==> src/rtl/tick_sched_pkg.sv <==
// Shared types and constants for the tick scheduler.
// TICK_SCHED_ONESHOT_EN enables one-shot mode, the DONE state and done output.
package tick_sched_pkg;

    typedef enum logic [1:0] {
        CH_IDLE,
        CH_RUN,
        CH_DONE
    } ch_state_t;

    localparam logic MODE_PERIODIC = 1'b0;
    localparam logic MODE_ONESHOT  = 1'b1;

endpackage

==> src/rtl/tick_channel.sv <==
// One tick channel: shadow/active config, divide counter and run state.
// TICK_SCHED_ONESHOT_EN adds one-shot mode and the sticky done flag.
module tick_channel
    import tick_sched_pkg::*;
#(
    parameter int CNT_W = 26
) (
    input  logic             clk,
    input  logic             rst,
    input  logic             we,
    input  logic [CNT_W-1:0] period,
    input  logic             mode,
    input  logic             start,
    input  logic             stop,
    output logic             tick,
    output logic             busy,
    output logic             done
);

    ch_state_t        state;
    logic [CNT_W-1:0] cnt;
    logic [CNT_W-1:0] sh_period;
    logic [CNT_W-1:0] act_period;
    logic [CNT_W-1:0] ld_period;

    // A write hitting the same cycle as start goes straight to active.
    assign ld_period = we ? period : sh_period;

`ifdef TICK_SCHED_ONESHOT_EN
    logic sh_mode;
    logic act_mode;
    logic ld_mode;
    logic done_q;

    assign ld_mode = we ? mode : sh_mode;
    assign done    = done_q;
`else
    logic unused_mode;

    assign unused_mode = mode;
    assign done        = 1'b0;
`endif

    assign busy = (state == CH_RUN);

    always_ff @(posedge clk or posedge rst) begin
        if (rst) begin
            state      <= CH_IDLE;
            cnt        <= '0;
            sh_period  <= '0;
            act_period <= '0;
            tick       <= 1'b0;
`ifdef TICK_SCHED_ONESHOT_EN
            sh_mode    <= MODE_PERIODIC;
            act_mode   <= MODE_PERIODIC;
            done_q     <= 1'b0;
`endif
        end else begin
            if (we) begin
                sh_period <= period;
`ifdef TICK_SCHED_ONESHOT_EN
                sh_mode   <= mode;
`endif
            end
            if (stop) begin
                state <= CH_IDLE;
                cnt   <= '0;
                tick  <= 1'b0;
`ifdef TICK_SCHED_ONESHOT_EN
                done_q <= 1'b0;
`endif
            end else if (start) begin
                state      <= CH_RUN;
                cnt        <= '0;
                tick       <= 1'b0;
                act_period <= ld_period;
`ifdef TICK_SCHED_ONESHOT_EN
                act_mode   <= ld_mode;
                done_q     <= 1'b0;
`endif
            end else if (state == CH_RUN) begin
                if (cnt == act_period) begin
                    tick <= 1'b1;
                    cnt  <= '0;
`ifdef TICK_SCHED_ONESHOT_EN
                    if (act_mode == MODE_ONESHOT) begin
                        state  <= CH_DONE;
                        done_q <= 1'b1;
                    end else begin
                        act_period <= sh_period;
                        act_mode   <= sh_mode;
                    end
`else
                    act_period <= sh_period;
`endif
                end else begin
                    cnt  <= cnt + CNT_W'(1);
                    tick <= 1'b0;
                end
            end else begin
                tick <= 1'b0;
            end
        end
    end

endmodule

==> src/rtl/tick_scheduler.sv <==
// Multi-channel tick generator: config decode plus NUM_CH tick channels.
// TICK_SCHED_ONESHOT_EN enables one-shot channels and the done outputs.
module tick_scheduler
    import tick_sched_pkg::*;
#(
    parameter int NUM_CH = 4,
    parameter int CNT_W  = 26
) (
    input  logic                      clk,
    input  logic                      rst,
    input  logic                      cfg_we,
    input  logic [$clog2(NUM_CH)-1:0] cfg_ch,
    input  logic [CNT_W-1:0]          cfg_period,
    input  logic                      cfg_mode,
    input  logic [NUM_CH-1:0]         start,
    input  logic [NUM_CH-1:0]         stop,
    output logic [NUM_CH-1:0]         tick,
    output logic [NUM_CH-1:0]         busy,
    output logic [NUM_CH-1:0]         done
);

    localparam int CH_W = $clog2(NUM_CH);

    for (genvar i = 0; i < NUM_CH; i++) begin : g_ch
        logic we_i;

        // Out-of-range indices match no channel and are dropped.
        assign we_i = cfg_we && (cfg_ch == CH_W'(i));

        tick_channel #(
            .CNT_W (CNT_W)
        ) u_ch (
            .clk    (clk),
            .rst    (rst),
            .we     (we_i),
            .period (cfg_period),
            .mode   (cfg_mode),
            .start  (start[i]),
            .stop   (stop[i]),
            .tick   (tick[i]),
            .busy   (busy[i]),
            .done   (done[i])
        );
    end

endmodule

==> config.mk <==
export PLATFORM = sky130hd
export DESIGN_NAME = tick_scheduler
export DESIGN_NICKNAME = d
export VERILOG_FILES = /design/src/rtl/tick_sched_pkg.sv /design/src/rtl/tick_channel.sv /design/src/rtl/tick_scheduler.sv
export SDC_FILE = /design/constraint.sdc
export NUM_CORES = 1
export LEC_CHECK = 0
export BUFFER_PORTS_ARGS = -buffer_cell sky130_fd_sc_hd__buf_4
export CORE_AREA = 2 2 168 170
export DETAILED_ROUTE_END_ITERATION = 10
export DIE_AREA = 0 0 170 172
export GPL_TIMING_DRIVEN = 0
export PLACE_DENSITY_LB_ADDON = 0.08
export SLEW_MARGIN = 5
export SYNTH_ARGS = -nofsm -noshare
export SYNTH_HDL_FRONTEND = slang
export SYNTH_SLANG_ARGS = --single-unit
==> constraint.sdc <==
create_clock -name clk -period 11.7 [get_ports clk]
set_input_delay 1.17 -clock clk [delete_from_list [all_inputs] [get_ports clk]]
set_output_delay 1.17 -clock clk [all_outputs]
set_load 0.02 [all_outputs]
Word-level counts from Yosys, hierarchy flattened:

Cells that the tools add are included.

* word-level logic and storage cells: 120
* output and inout port bits: 12
* input port bits: 40
* flip-flop bits (word level): 324

* $add $sub $neg: 4
* bitwise operators: 4
* equal/unequal tests: 11
* reduce and logical (&&, ||, !) cells: 25
* mux-type cells: 56

Operator list (number)
* 26-bit two-way mux: 32
* 26-bit by 1-bit adder with 26-bit output, second input constant: 4
* 26-bit equality test: 4
* 2-bit nonzero test: 12
* 1-bit two-way mux: 16
* 2-bit two-way mux: 8
* 3-bit AND reduction: 4
* 3-bit nonzero test: 4
* 2-bit by 1-bit equality test with 1-bit output, second input constant: 5
* 2-bit equality test, second input constant: 2
* 1-bit logical AND: 4
* 1-bit inverter: 4
* 2-bit logical NOT: 1

Longest topological paths before layout:

Gate-level depths: netlist of the first run.

* word-level depth: 5
* depth in mapped cells: 10
* gate-level depth less buffers: 7

Modules after synthesis:

Synthesis of the first run repeated with hierarchy kept, for this count alone.

* cells, all modules: 1687
* area total of the unflattened synthesis: 17533.1 um2

By module, submodules not included
* tick_channel at g_ch[0].u_ch ...: area an instance 4364.2 um2, times used 3, seq. area each 2001.9 um2, cells an instance 421
* tick_channel at g_ch[3].u_ch: area an instance 4403.0 um2, times used 1, seq. area each 2001.9 um2, cells an instance 420
* tick_scheduler: area an instance 37.5 um2, times used 1, seq. area each 0.0 um2, cells an instance 4

Worst setup path after synthesis of the first run:

OpenSTA, ideal clock, no wires.

* path type: input to register
* from: in cfg_ch[0]
* to: reg g_ch[0].u_ch.act_period[0]
* cell stages on the path: 5
* arrival: 2.518 ns
* path slack: 9.056 ns
* path buffers: 1
* cells stage by stage: nor3b_2 -> clkbuf_1 -> mux2_2 -> mux2i_1 -> mux2i_1

* longest elaborated chain between the ends: 4

Ends and longest elaborated chain
* start, declared: RTL line tick_scheduler.sv:12 `input logic [$clog2(NUM_CH)-1:0] cfg_ch,`
* 2-bit logical NOT: RTL line tick_scheduler.sv:28 `assign we_i = cfg_we && (cfg_ch == CH_W'(i));`
* 1-bit logical AND: RTL line tick_scheduler.sv:28
* 26-bit two-way mux
* via g_ch[0].u_ch.ld_period[0]: RTL line tick_channel.sv:24 `logic [CNT_W-1:0] ld_period;`
* 26-bit two-way mux: RTL line tick_channel.sv:72 `end else if (start) begin`
* end signal, assigned: RTL line tick_channel.sv:76 `act_period <= ld_period;`
* end signal, assigned: RTL line tick_channel.sv:94 `act_period <= sh_period;`
* end, declared: RTL line tick_channel.sv:23 `logic [CNT_W-1:0] act_period;`

The timed path passes the listed nets, and every way through them passes these cells.
A chain may end at the register's enable or synchronous reset.

Final worst setup path of the first run:

* from: reg g_ch[3].u_ch.cnt[6]
* to: reg g_ch[3].u_ch.cnt[5]

* longest elaborated chain between the ends: 5

Ends and longest elaborated chain
* start, declared: RTL line tick_channel.sv:21 `logic [CNT_W-1:0] cnt;`
* start signal, assigned: RTL line tick_channel.sv:97 `cnt <= cnt + CNT_W'(1);`
* 26-bit equality test: RTL line tick_channel.sv:82 `if (cnt == act_period) begin`
* 26-bit two-way mux: RTL line tick_channel.sv:82
* 26-bit two-way mux: RTL line tick_channel.sv:81 `end else if (state == CH_RUN) begin`
* 26-bit two-way mux: RTL line tick_channel.sv:72
* 26-bit two-way mux: RTL line tick_channel.sv:65 `if (stop) begin`

Every way passes these cells. The select of a mux whose other input is x is not followed.

==> flow_metrics.py, run 1 <==
metrics = {
    "sta": {
        "setup_violations": 0,
        "final_hold_viol_count": 0,
        "layout_setup_ws_ns": 8.77,
        "tightestPinTransition_ns": 1.08,
        "slew_headroom_pct": 27.2,
        "skew_ns": 0.00804,
        "max_freq_mhz": 341,
        "setup_tns_ns": 0,
        "final-max-slew-violation-count": 0,
        "period_share_pct": 25.1,
        "rsz0062_at_grt": "false",
        "min_period_ns": 2.93,
    },
    "critical_path": {
        "cp_max_fo": 10,
        "end_kind": "register",
        "startpoint_type": "register",
        "critPathKind": "reg -> reg",
        "required_ns": 12.05,
        "cp.arrival_ns": 3.28,
    },
    "clock_network": {
        "clockBufferDepth": 3,
        "cts_hold_buf": 0,
        "htreeDepth": 2,
        "clock_latency_ns": 0.51,
        "ctsRootBufferMaster": "clkbuf_16",
        "post_cts_resized": 0,
        "tritoncts": "done",
        "cts_buffers": 36,
        "clk_pin_slew_ns": 0.06,
        "cts_sinks": 320,
        "post_cts_buffers": 0,
    },
    "pwr": {
        "p_sw_uw": 834,
        "leakage_uw": 0.00870,
        "pwr_density_cell_nw_per_um2": 167,
        "switching_share_pct": 27.2,
        "seqPwrFrac_pct": 47.0,
        "intPower_uw": 2240,
        "clockPowerShare_pct": 36.1,
        "ir_drop_uv": 130,
        "combinationalPowerShare_pct": 16.9,
    },
    "yosys": {
        "yosysWarningCount": 0,
        "ys_seq_area_share_pct": 49.0,
        "synth.most_common_cell": "dfrtp_1",
        "synth_area_per_cell_um2": 10.8,
        "synth_ff_type": "dfrtp_1",
        "synth_top_cell_by_area": "dfrtp_1",
        "synth.distinct_cells": 54,
        "synth_area_um2": 16300,
        "netlist.area_leader.share_pct": 49.0,
        "synth_common_cells": "dfrtp_1, mux2i_1, inv_1",
        "synth_seq_cells": 320,
        "netlist_instances": 1515,
        "synth_edf_count": 0,
        "synth_area_leaders": "dfrtp_1, mux2i_1, mux2_2",
        "ys_async_sr_fraction_pct": 100,
    },
    "global_route": {
        "grt_start_max_net_pins": 121,
        "grt_pass1_wl_mm": 60.6,
        "overflow": 0,
        "first_global_vias": 11582,
        "antenna_found_initial": 1,
        "grt_use_total_pct": 26.3,
    },
    "die": {
        "initial_core_util_pct": 59.4,
        "die_area_um2": 29200,
        "rows": 61,
        "die_y_um": 172,
        "pin_count": 52,
        "core_um2": 27500,
        "die_x_um": 170,
    },
    "run_status": {
        "status": "complete, no violations",
    },
    "route": {
        "viasPerCell": 5.87,
        "drt_first_iter_violations": 853,
        "routedWlPerCell_um": 18.8,
        "vias": 11602,
        "ant_nets": 0,
        "wirelength_mm": 37.2,
        "first_pass_iters": 6,
        "drc": 0,
    },
    "place": {
        "hpwl_mm": 26.0,
        "pre_cts_slack_ns": 8.36,
        "routabilityCongestion": 0.864,
        "portBuffers": 46,
    },
    "layout": {
        "drive_above_1_share_pct": 16.0,
        "fillers": 2133,
        "syn_to_final_growth_pct": 12.6,
        "multi_input_area_um2": 7450,
        "final_core_util_pct": 66.9,
        "seqCellArea_um2": 8010,
        "fin_nets": 1649,
    },
    "worst_hold_path": {
        "hold_path_class": "reg -> reg",
    },
    "flow_run": {
        "maxCapViolCount": 0,
    },
}
## power groups by stage
| stage | logic [µW] | clock network, µW | registers [µW] |
|---|---|---|---|
| 3_5_place_dp | 520 | 0 | 1460 |
| 4_1_cts | 525 | 1130 | 1440 |
| 3_3_place_gp | 499 | 0 | 1460 |
| 2_1_floorplan | 407 | 0 | 1420 |
| 5_1_grt | 584 | 1170 | 1460 |
| 6_report | 519 | 1110 | 1440 |
## registers in the layout (all words and copies together) (netlist names)
signal,flops
g_ch.u_ch.state,4
g_ch.u_ch.act_period,104
g_ch.u_ch.tick,4
g_ch.u_ch.cnt,104
g_ch.u_ch.sh_period,104
## metrics by stage
step | area (µm²) | instances | total power, µW | hold WS (ns)
after floorplan | 16300 | 1518 | 1820 | 0.483
after global placement | 17100 | 1910 | 1960 | 0.501
after detailed placement | 17200 | 1913 | 1980 | 0.508
after CTS | 18400 | 1975 | 3100 | 0.516
after global routing | 18400 | 1975 | 3220 | 0.526
final | 18400 | 1977 | 3070 | 0.513
## layer usage
layer | track usage (%) | vias to the layer above | share of wire (%)
met5 | 0 | - | 0
met4 | 6.91 | 0 | 2.0
met2 | 43.7 | 282 | 48
li1 | - | 5475 | -
met1 | 37.2 | 5780 | 45
met3 | 3.00 | 65 | 4.4
## critical path, cell delays in order, from the launching register on
cell      delay, ns
dfrtp_1        0.47
xor2_1         0.20
nor4_1         0.52
nand4_1        0.27
o21ai_1        0.61
clkbuf_1       0.46
o311ai_0       0.22
## cell families (layout without fill, tap and decap cells)
logic type / Yosys count / after routing / synth area share, %
simple gates: 386 / 386 / 12.2
flops: 320 / 320 / 49.0
buf+inv: 214 / 325 / 5.42
xor+xnor: 113 / 113 / 6.06
fa+ha+maj: 4 / 4 / 0.307
other cells: 1 / 6 / 0.0230
mux: 327 / 327 / 20.8
compound gates: 150 / 150 / 6.11
## worst paths after layout
check	slack (ns)	end	from	depth (start not counted)
min in group asynchronous	0.58	g_ch[0].u_ch.cnt[6]	rst	2
worst min-delay path	0.51	g_ch[2].u_ch.cnt[22]	g_ch[2].u_ch.cnt[22]	1
max in group asynchronous	9.97	g_ch[2].u_ch.sh_period[25]	rst	4
worst max register to register	8.77	g_ch[3].u_ch.cnt[5]	g_ch[3].u_ch.cnt[6]	6
worst min register to register	0.51	g_ch[2].u_ch.cnt[22]	g_ch[2].u_ch.cnt[22]	1
worst max-delay path	8.77	g_ch[3].u_ch.cnt[5]	g_ch[3].u_ch.cnt[6]	6
## layout make-up
cell class	instances	area share, %
Sequential cell	320	43.6
Clock inverter	5	0.306
Inverter	126	2.61
Antenna cell	2	0.0272
Clock buffer	57	6.04
Buffer	88	2.25
Multi-Input combinational cell	984	40.5
Timing Repair Buffer	49	2.33
Tap cell	346	2.36
## placed cells by master (no fill, tap or decap), types with 37 or more instances in the layout
master,Yosys,routed
nand3_1,82,82
xnor2_1,83,83
mux2i_1,222,222
buf_4,16,62
inv_1,126,125
clkbuf_1,50,59
nor2_1,41,41
nand2_1,106,106
nand4_1,44,44
clkbuf_16,0,37
mux2_2,105,105
dfrtp_1,320,320
o21ai_0,44,44
Power figures use the tool's default switching activity.
==> run 2, diff against run 1 <==
--- a/config.mk
+++ b/config.mk
@@ -6,9 +6,9 @@
 export NUM_CORES = 1
 export LEC_CHECK = 0
 export BUFFER_PORTS_ARGS = -buffer_cell sky130_fd_sc_hd__buf_4
-export CORE_AREA = 2 2 168 170
+export CORE_AREA = 2 2 173 175
 export DETAILED_ROUTE_END_ITERATION = 10
-export DIE_AREA = 0 0 170 172
+export DIE_AREA = 0 0 175 177
 export GPL_TIMING_DRIVEN = 0
 export PLACE_DENSITY_LB_ADDON = 0.08
 export SLEW_MARGIN = 5
==> constraint.sdc (replaced) <==
create_clock -name clk -period 2.41 [get_ports clk]
set_input_delay 0.241 -clock clk [delete_from_list [all_inputs] [get_ports clk]]
set_output_delay 0.241 -clock clk [all_outputs]
set_load 0.02 [all_outputs]
==> flow_metrics.py, run 2 (synthesis gave the netlist of run 1 again) <==
metrics = {
    "layout": {
        "final_common_cell": "dfrtp_1",
        "final_core_util_pct": 64.5,
        "syn_to_final_growth_pct": 15.5,
        "final_area_um2": 18900,
        "fin_nets": 1670,
        "drive_above_1_share_pct": 18.6,
        "final_cell_mix": "dfrtp_1, mux2i_1, inv_1, nand2_1, mux2_2",
        "top_regs": "g_ch.u_ch.act_period: 104 flops, g_ch.u_ch.cnt: 104 flops, g_ch.u_ch.sh_period: 104 flops",
    },
    "critical_path": {
        "critPathSlowestCell": "dfrtp_1",
        "cpLargestDelayFamily": "simple AND/OR/NAND/NOR gates",
        "crit_path_max_incr_delay_ns": 0.47,
        "cp_num_buf_inv": 2,
        "cp-startpoint": "g_ch[1].u_ch.cnt[10]",
        "crit_chain": "xnor2_2 -> nand4_1 -> nor4_4 -> buf_4 -> a21o_1 -> buf_2 -> nor3_1 -> a211o_1",
        "r2r_end": "g_ch[1].u_ch.cnt[15]",
        "worst-r2r-cell-count": 8,
        "required_ns": 2.81,
        "path_depth": 8,
        "setup.worst_path.end": "g_ch[1].u_ch.cnt[15]",
        "r2r_setup_slack_ns": 0.09,
        "cp_max_fo": 10,
        "cp.arrival_ns": 2.72,
        "end_kind": "register",
        "r2r_start": "g_ch[1].u_ch.cnt[10]",
        "critPathKind": "reg -> reg",
        "startpoint_type": "register",
    },
    "sta": {
        "skew_ns": 0.0184,
        "min_period_ns": 2.32,
        "whs_ns": 0.0224,
        "tightestPinTransition_ns": 1.08,
        "slew_headroom_pct": 27.3,
        "period_share_pct": 96.1,
        "layout_setup_ws_ns": 0.0936,
        "setup_violations": 0,
        "max_freq_mhz": 432,
        "final_hold_viol_count": 0,
        "final-max-slew-violation-count": 0,
    },
    "route": {
        "routedWlPerCell_um": 18.5,
        "ant_nets": 0,
        "wirelength_mm": 37.8,
        "met3_length_mm": 1.72,
        "dr_wl_met2_mm": 18.1,
        "viasPerCell": 5.71,
        "top_layer": "met4",
        "drt-met1-wl_mm": 17.3,
        "first_pass_iters": 5,
        "drc": 0,
        "vias": 11658,
        "drt_first_iter_violations": 849,
    },
    "global_route": {
        "grt_use_total_pct": 25.2,
        "grt_pass1_wl_mm": 62.2,
        "overflow": 0,
        "grt_start_max_net_pins": 38,
        "antenna_found_initial": 2,
        "first_global_vias": 11790,
    },
    "pwr": {
        "leakage_uw": 0.00898,
        "pwr_density_cell_nw_per_um2": 797,
        "ir_drop_uv": 542,
        "power_uw": 15000,
    },
    "clock_network": {
        "tritoncts": "done",
        "clk_pin_slew_ns": 0.06,
        "cts_sinks": 320,
        "clock_latency_ns": 0.52,
        "htreeDepth": 2,
        "ctsRootBufferMaster": "clkbuf_16",
        "clockBufferDepth": 3,
        "cts_buffers": 36,
    },
    "die": {
        "die_area_um2": 31000,
        "core_um2": 29200,
        "die_y_um": 177,
        "initial_core_util_pct": 55.8,
        "die_x_um": 175,
        "pin_count": 52,
        "rows": 63,
    },
    "flow_run": {
        "maxCapViolCount": 0,
    },
    "place": {
        "pre_cts_slack_ns": -0.368,
        "routabilityCongestion": 0.873,
        "dpl_cell_area_um2": 17400,
        "hpwl_mm": 26.8,
        "portBuffers": 46,
    },
    "worst_hold_path": {
        "hold_path_class": "in -> reg",
    },
    "run_status": {
        "status": "complete, no violations",
    },
}
## run 2: cell types whose count changed in the layout (fill, tap and decap cells not counted), sizes merged, moves of 2 or more
cell         delta
buf            +17
clkbuf          -4
clkinv          +2
dlygate4sd3     +6
## run 2: repair_timing
action                                 CTS  global route
setup endpoints to repair              123           152
hold buffers                             6             0
setup buffers                            0            13
endpoints found under the hold margin   21             0
pin swaps                                3             8
gates resized for setup                 15            36
## run 2: where the power goes
part           internal [µW]  switching, µW
clock network           3250           2160
logic                   1330           1300
registers               6320            679
total                  10900           4130
## run 2: layout make-up
cell class	count	area, µm²
Clock buffer	55	1100
Inverter	126	477
Fill cell	2350	10400
Timing Repair Buffer	75	703
Clock inverter	7	62.6
Antenna cell	1	2.50
Sequential cell	320	8010
Buffer	83	427
Multi-Input combinational cell	984	7590
Tap cell	390	488
## run 2: how the worst min path moves through the flow
stage	from	endpoint	slack, ns	cells past startpoint
4_1_cts	start[3]	g_ch[3].u_ch.state[0]	0.009	3
3_5_place_dp	rst	g_ch[3].u_ch.state[0]	0.31	2
2_1_floorplan	stop[2]	g_ch[2].u_ch.state[0]	0.32	1
5_1_grt	start[3]	g_ch[3].u_ch.state[0]	0.03	3
3_3_place_gp	stop[1]	g_ch[1].u_ch.state[0]	0.42	2
6_report	start[3]	g_ch[3].u_ch.state[0]	0.02	3
## run 2: layer usage
metal | vias up | global-route usage (%)
li1 | 5527 | -
met1 | 5834 | 35.7
met2 | 245 | 41.8
met3 | 52 | 3.07
met4 | 0 | 5.69
met5 | - | 0
## run 2: stage by stage
stage | std cells | TNS [ns]
floorplan | 1518 | -671.30
global placement | 1954 | -1339.10
detailed placement | 1964 | -8.22
CTS | 2032 | 0
global route | 2040 | -0.124
finish | 2041 | 0
## run 2: tightest hold or removal path, delay by kind of cell
kind,cells,cell delay [ns]
simple gates,2,0.14
buf+inv,1,0.09
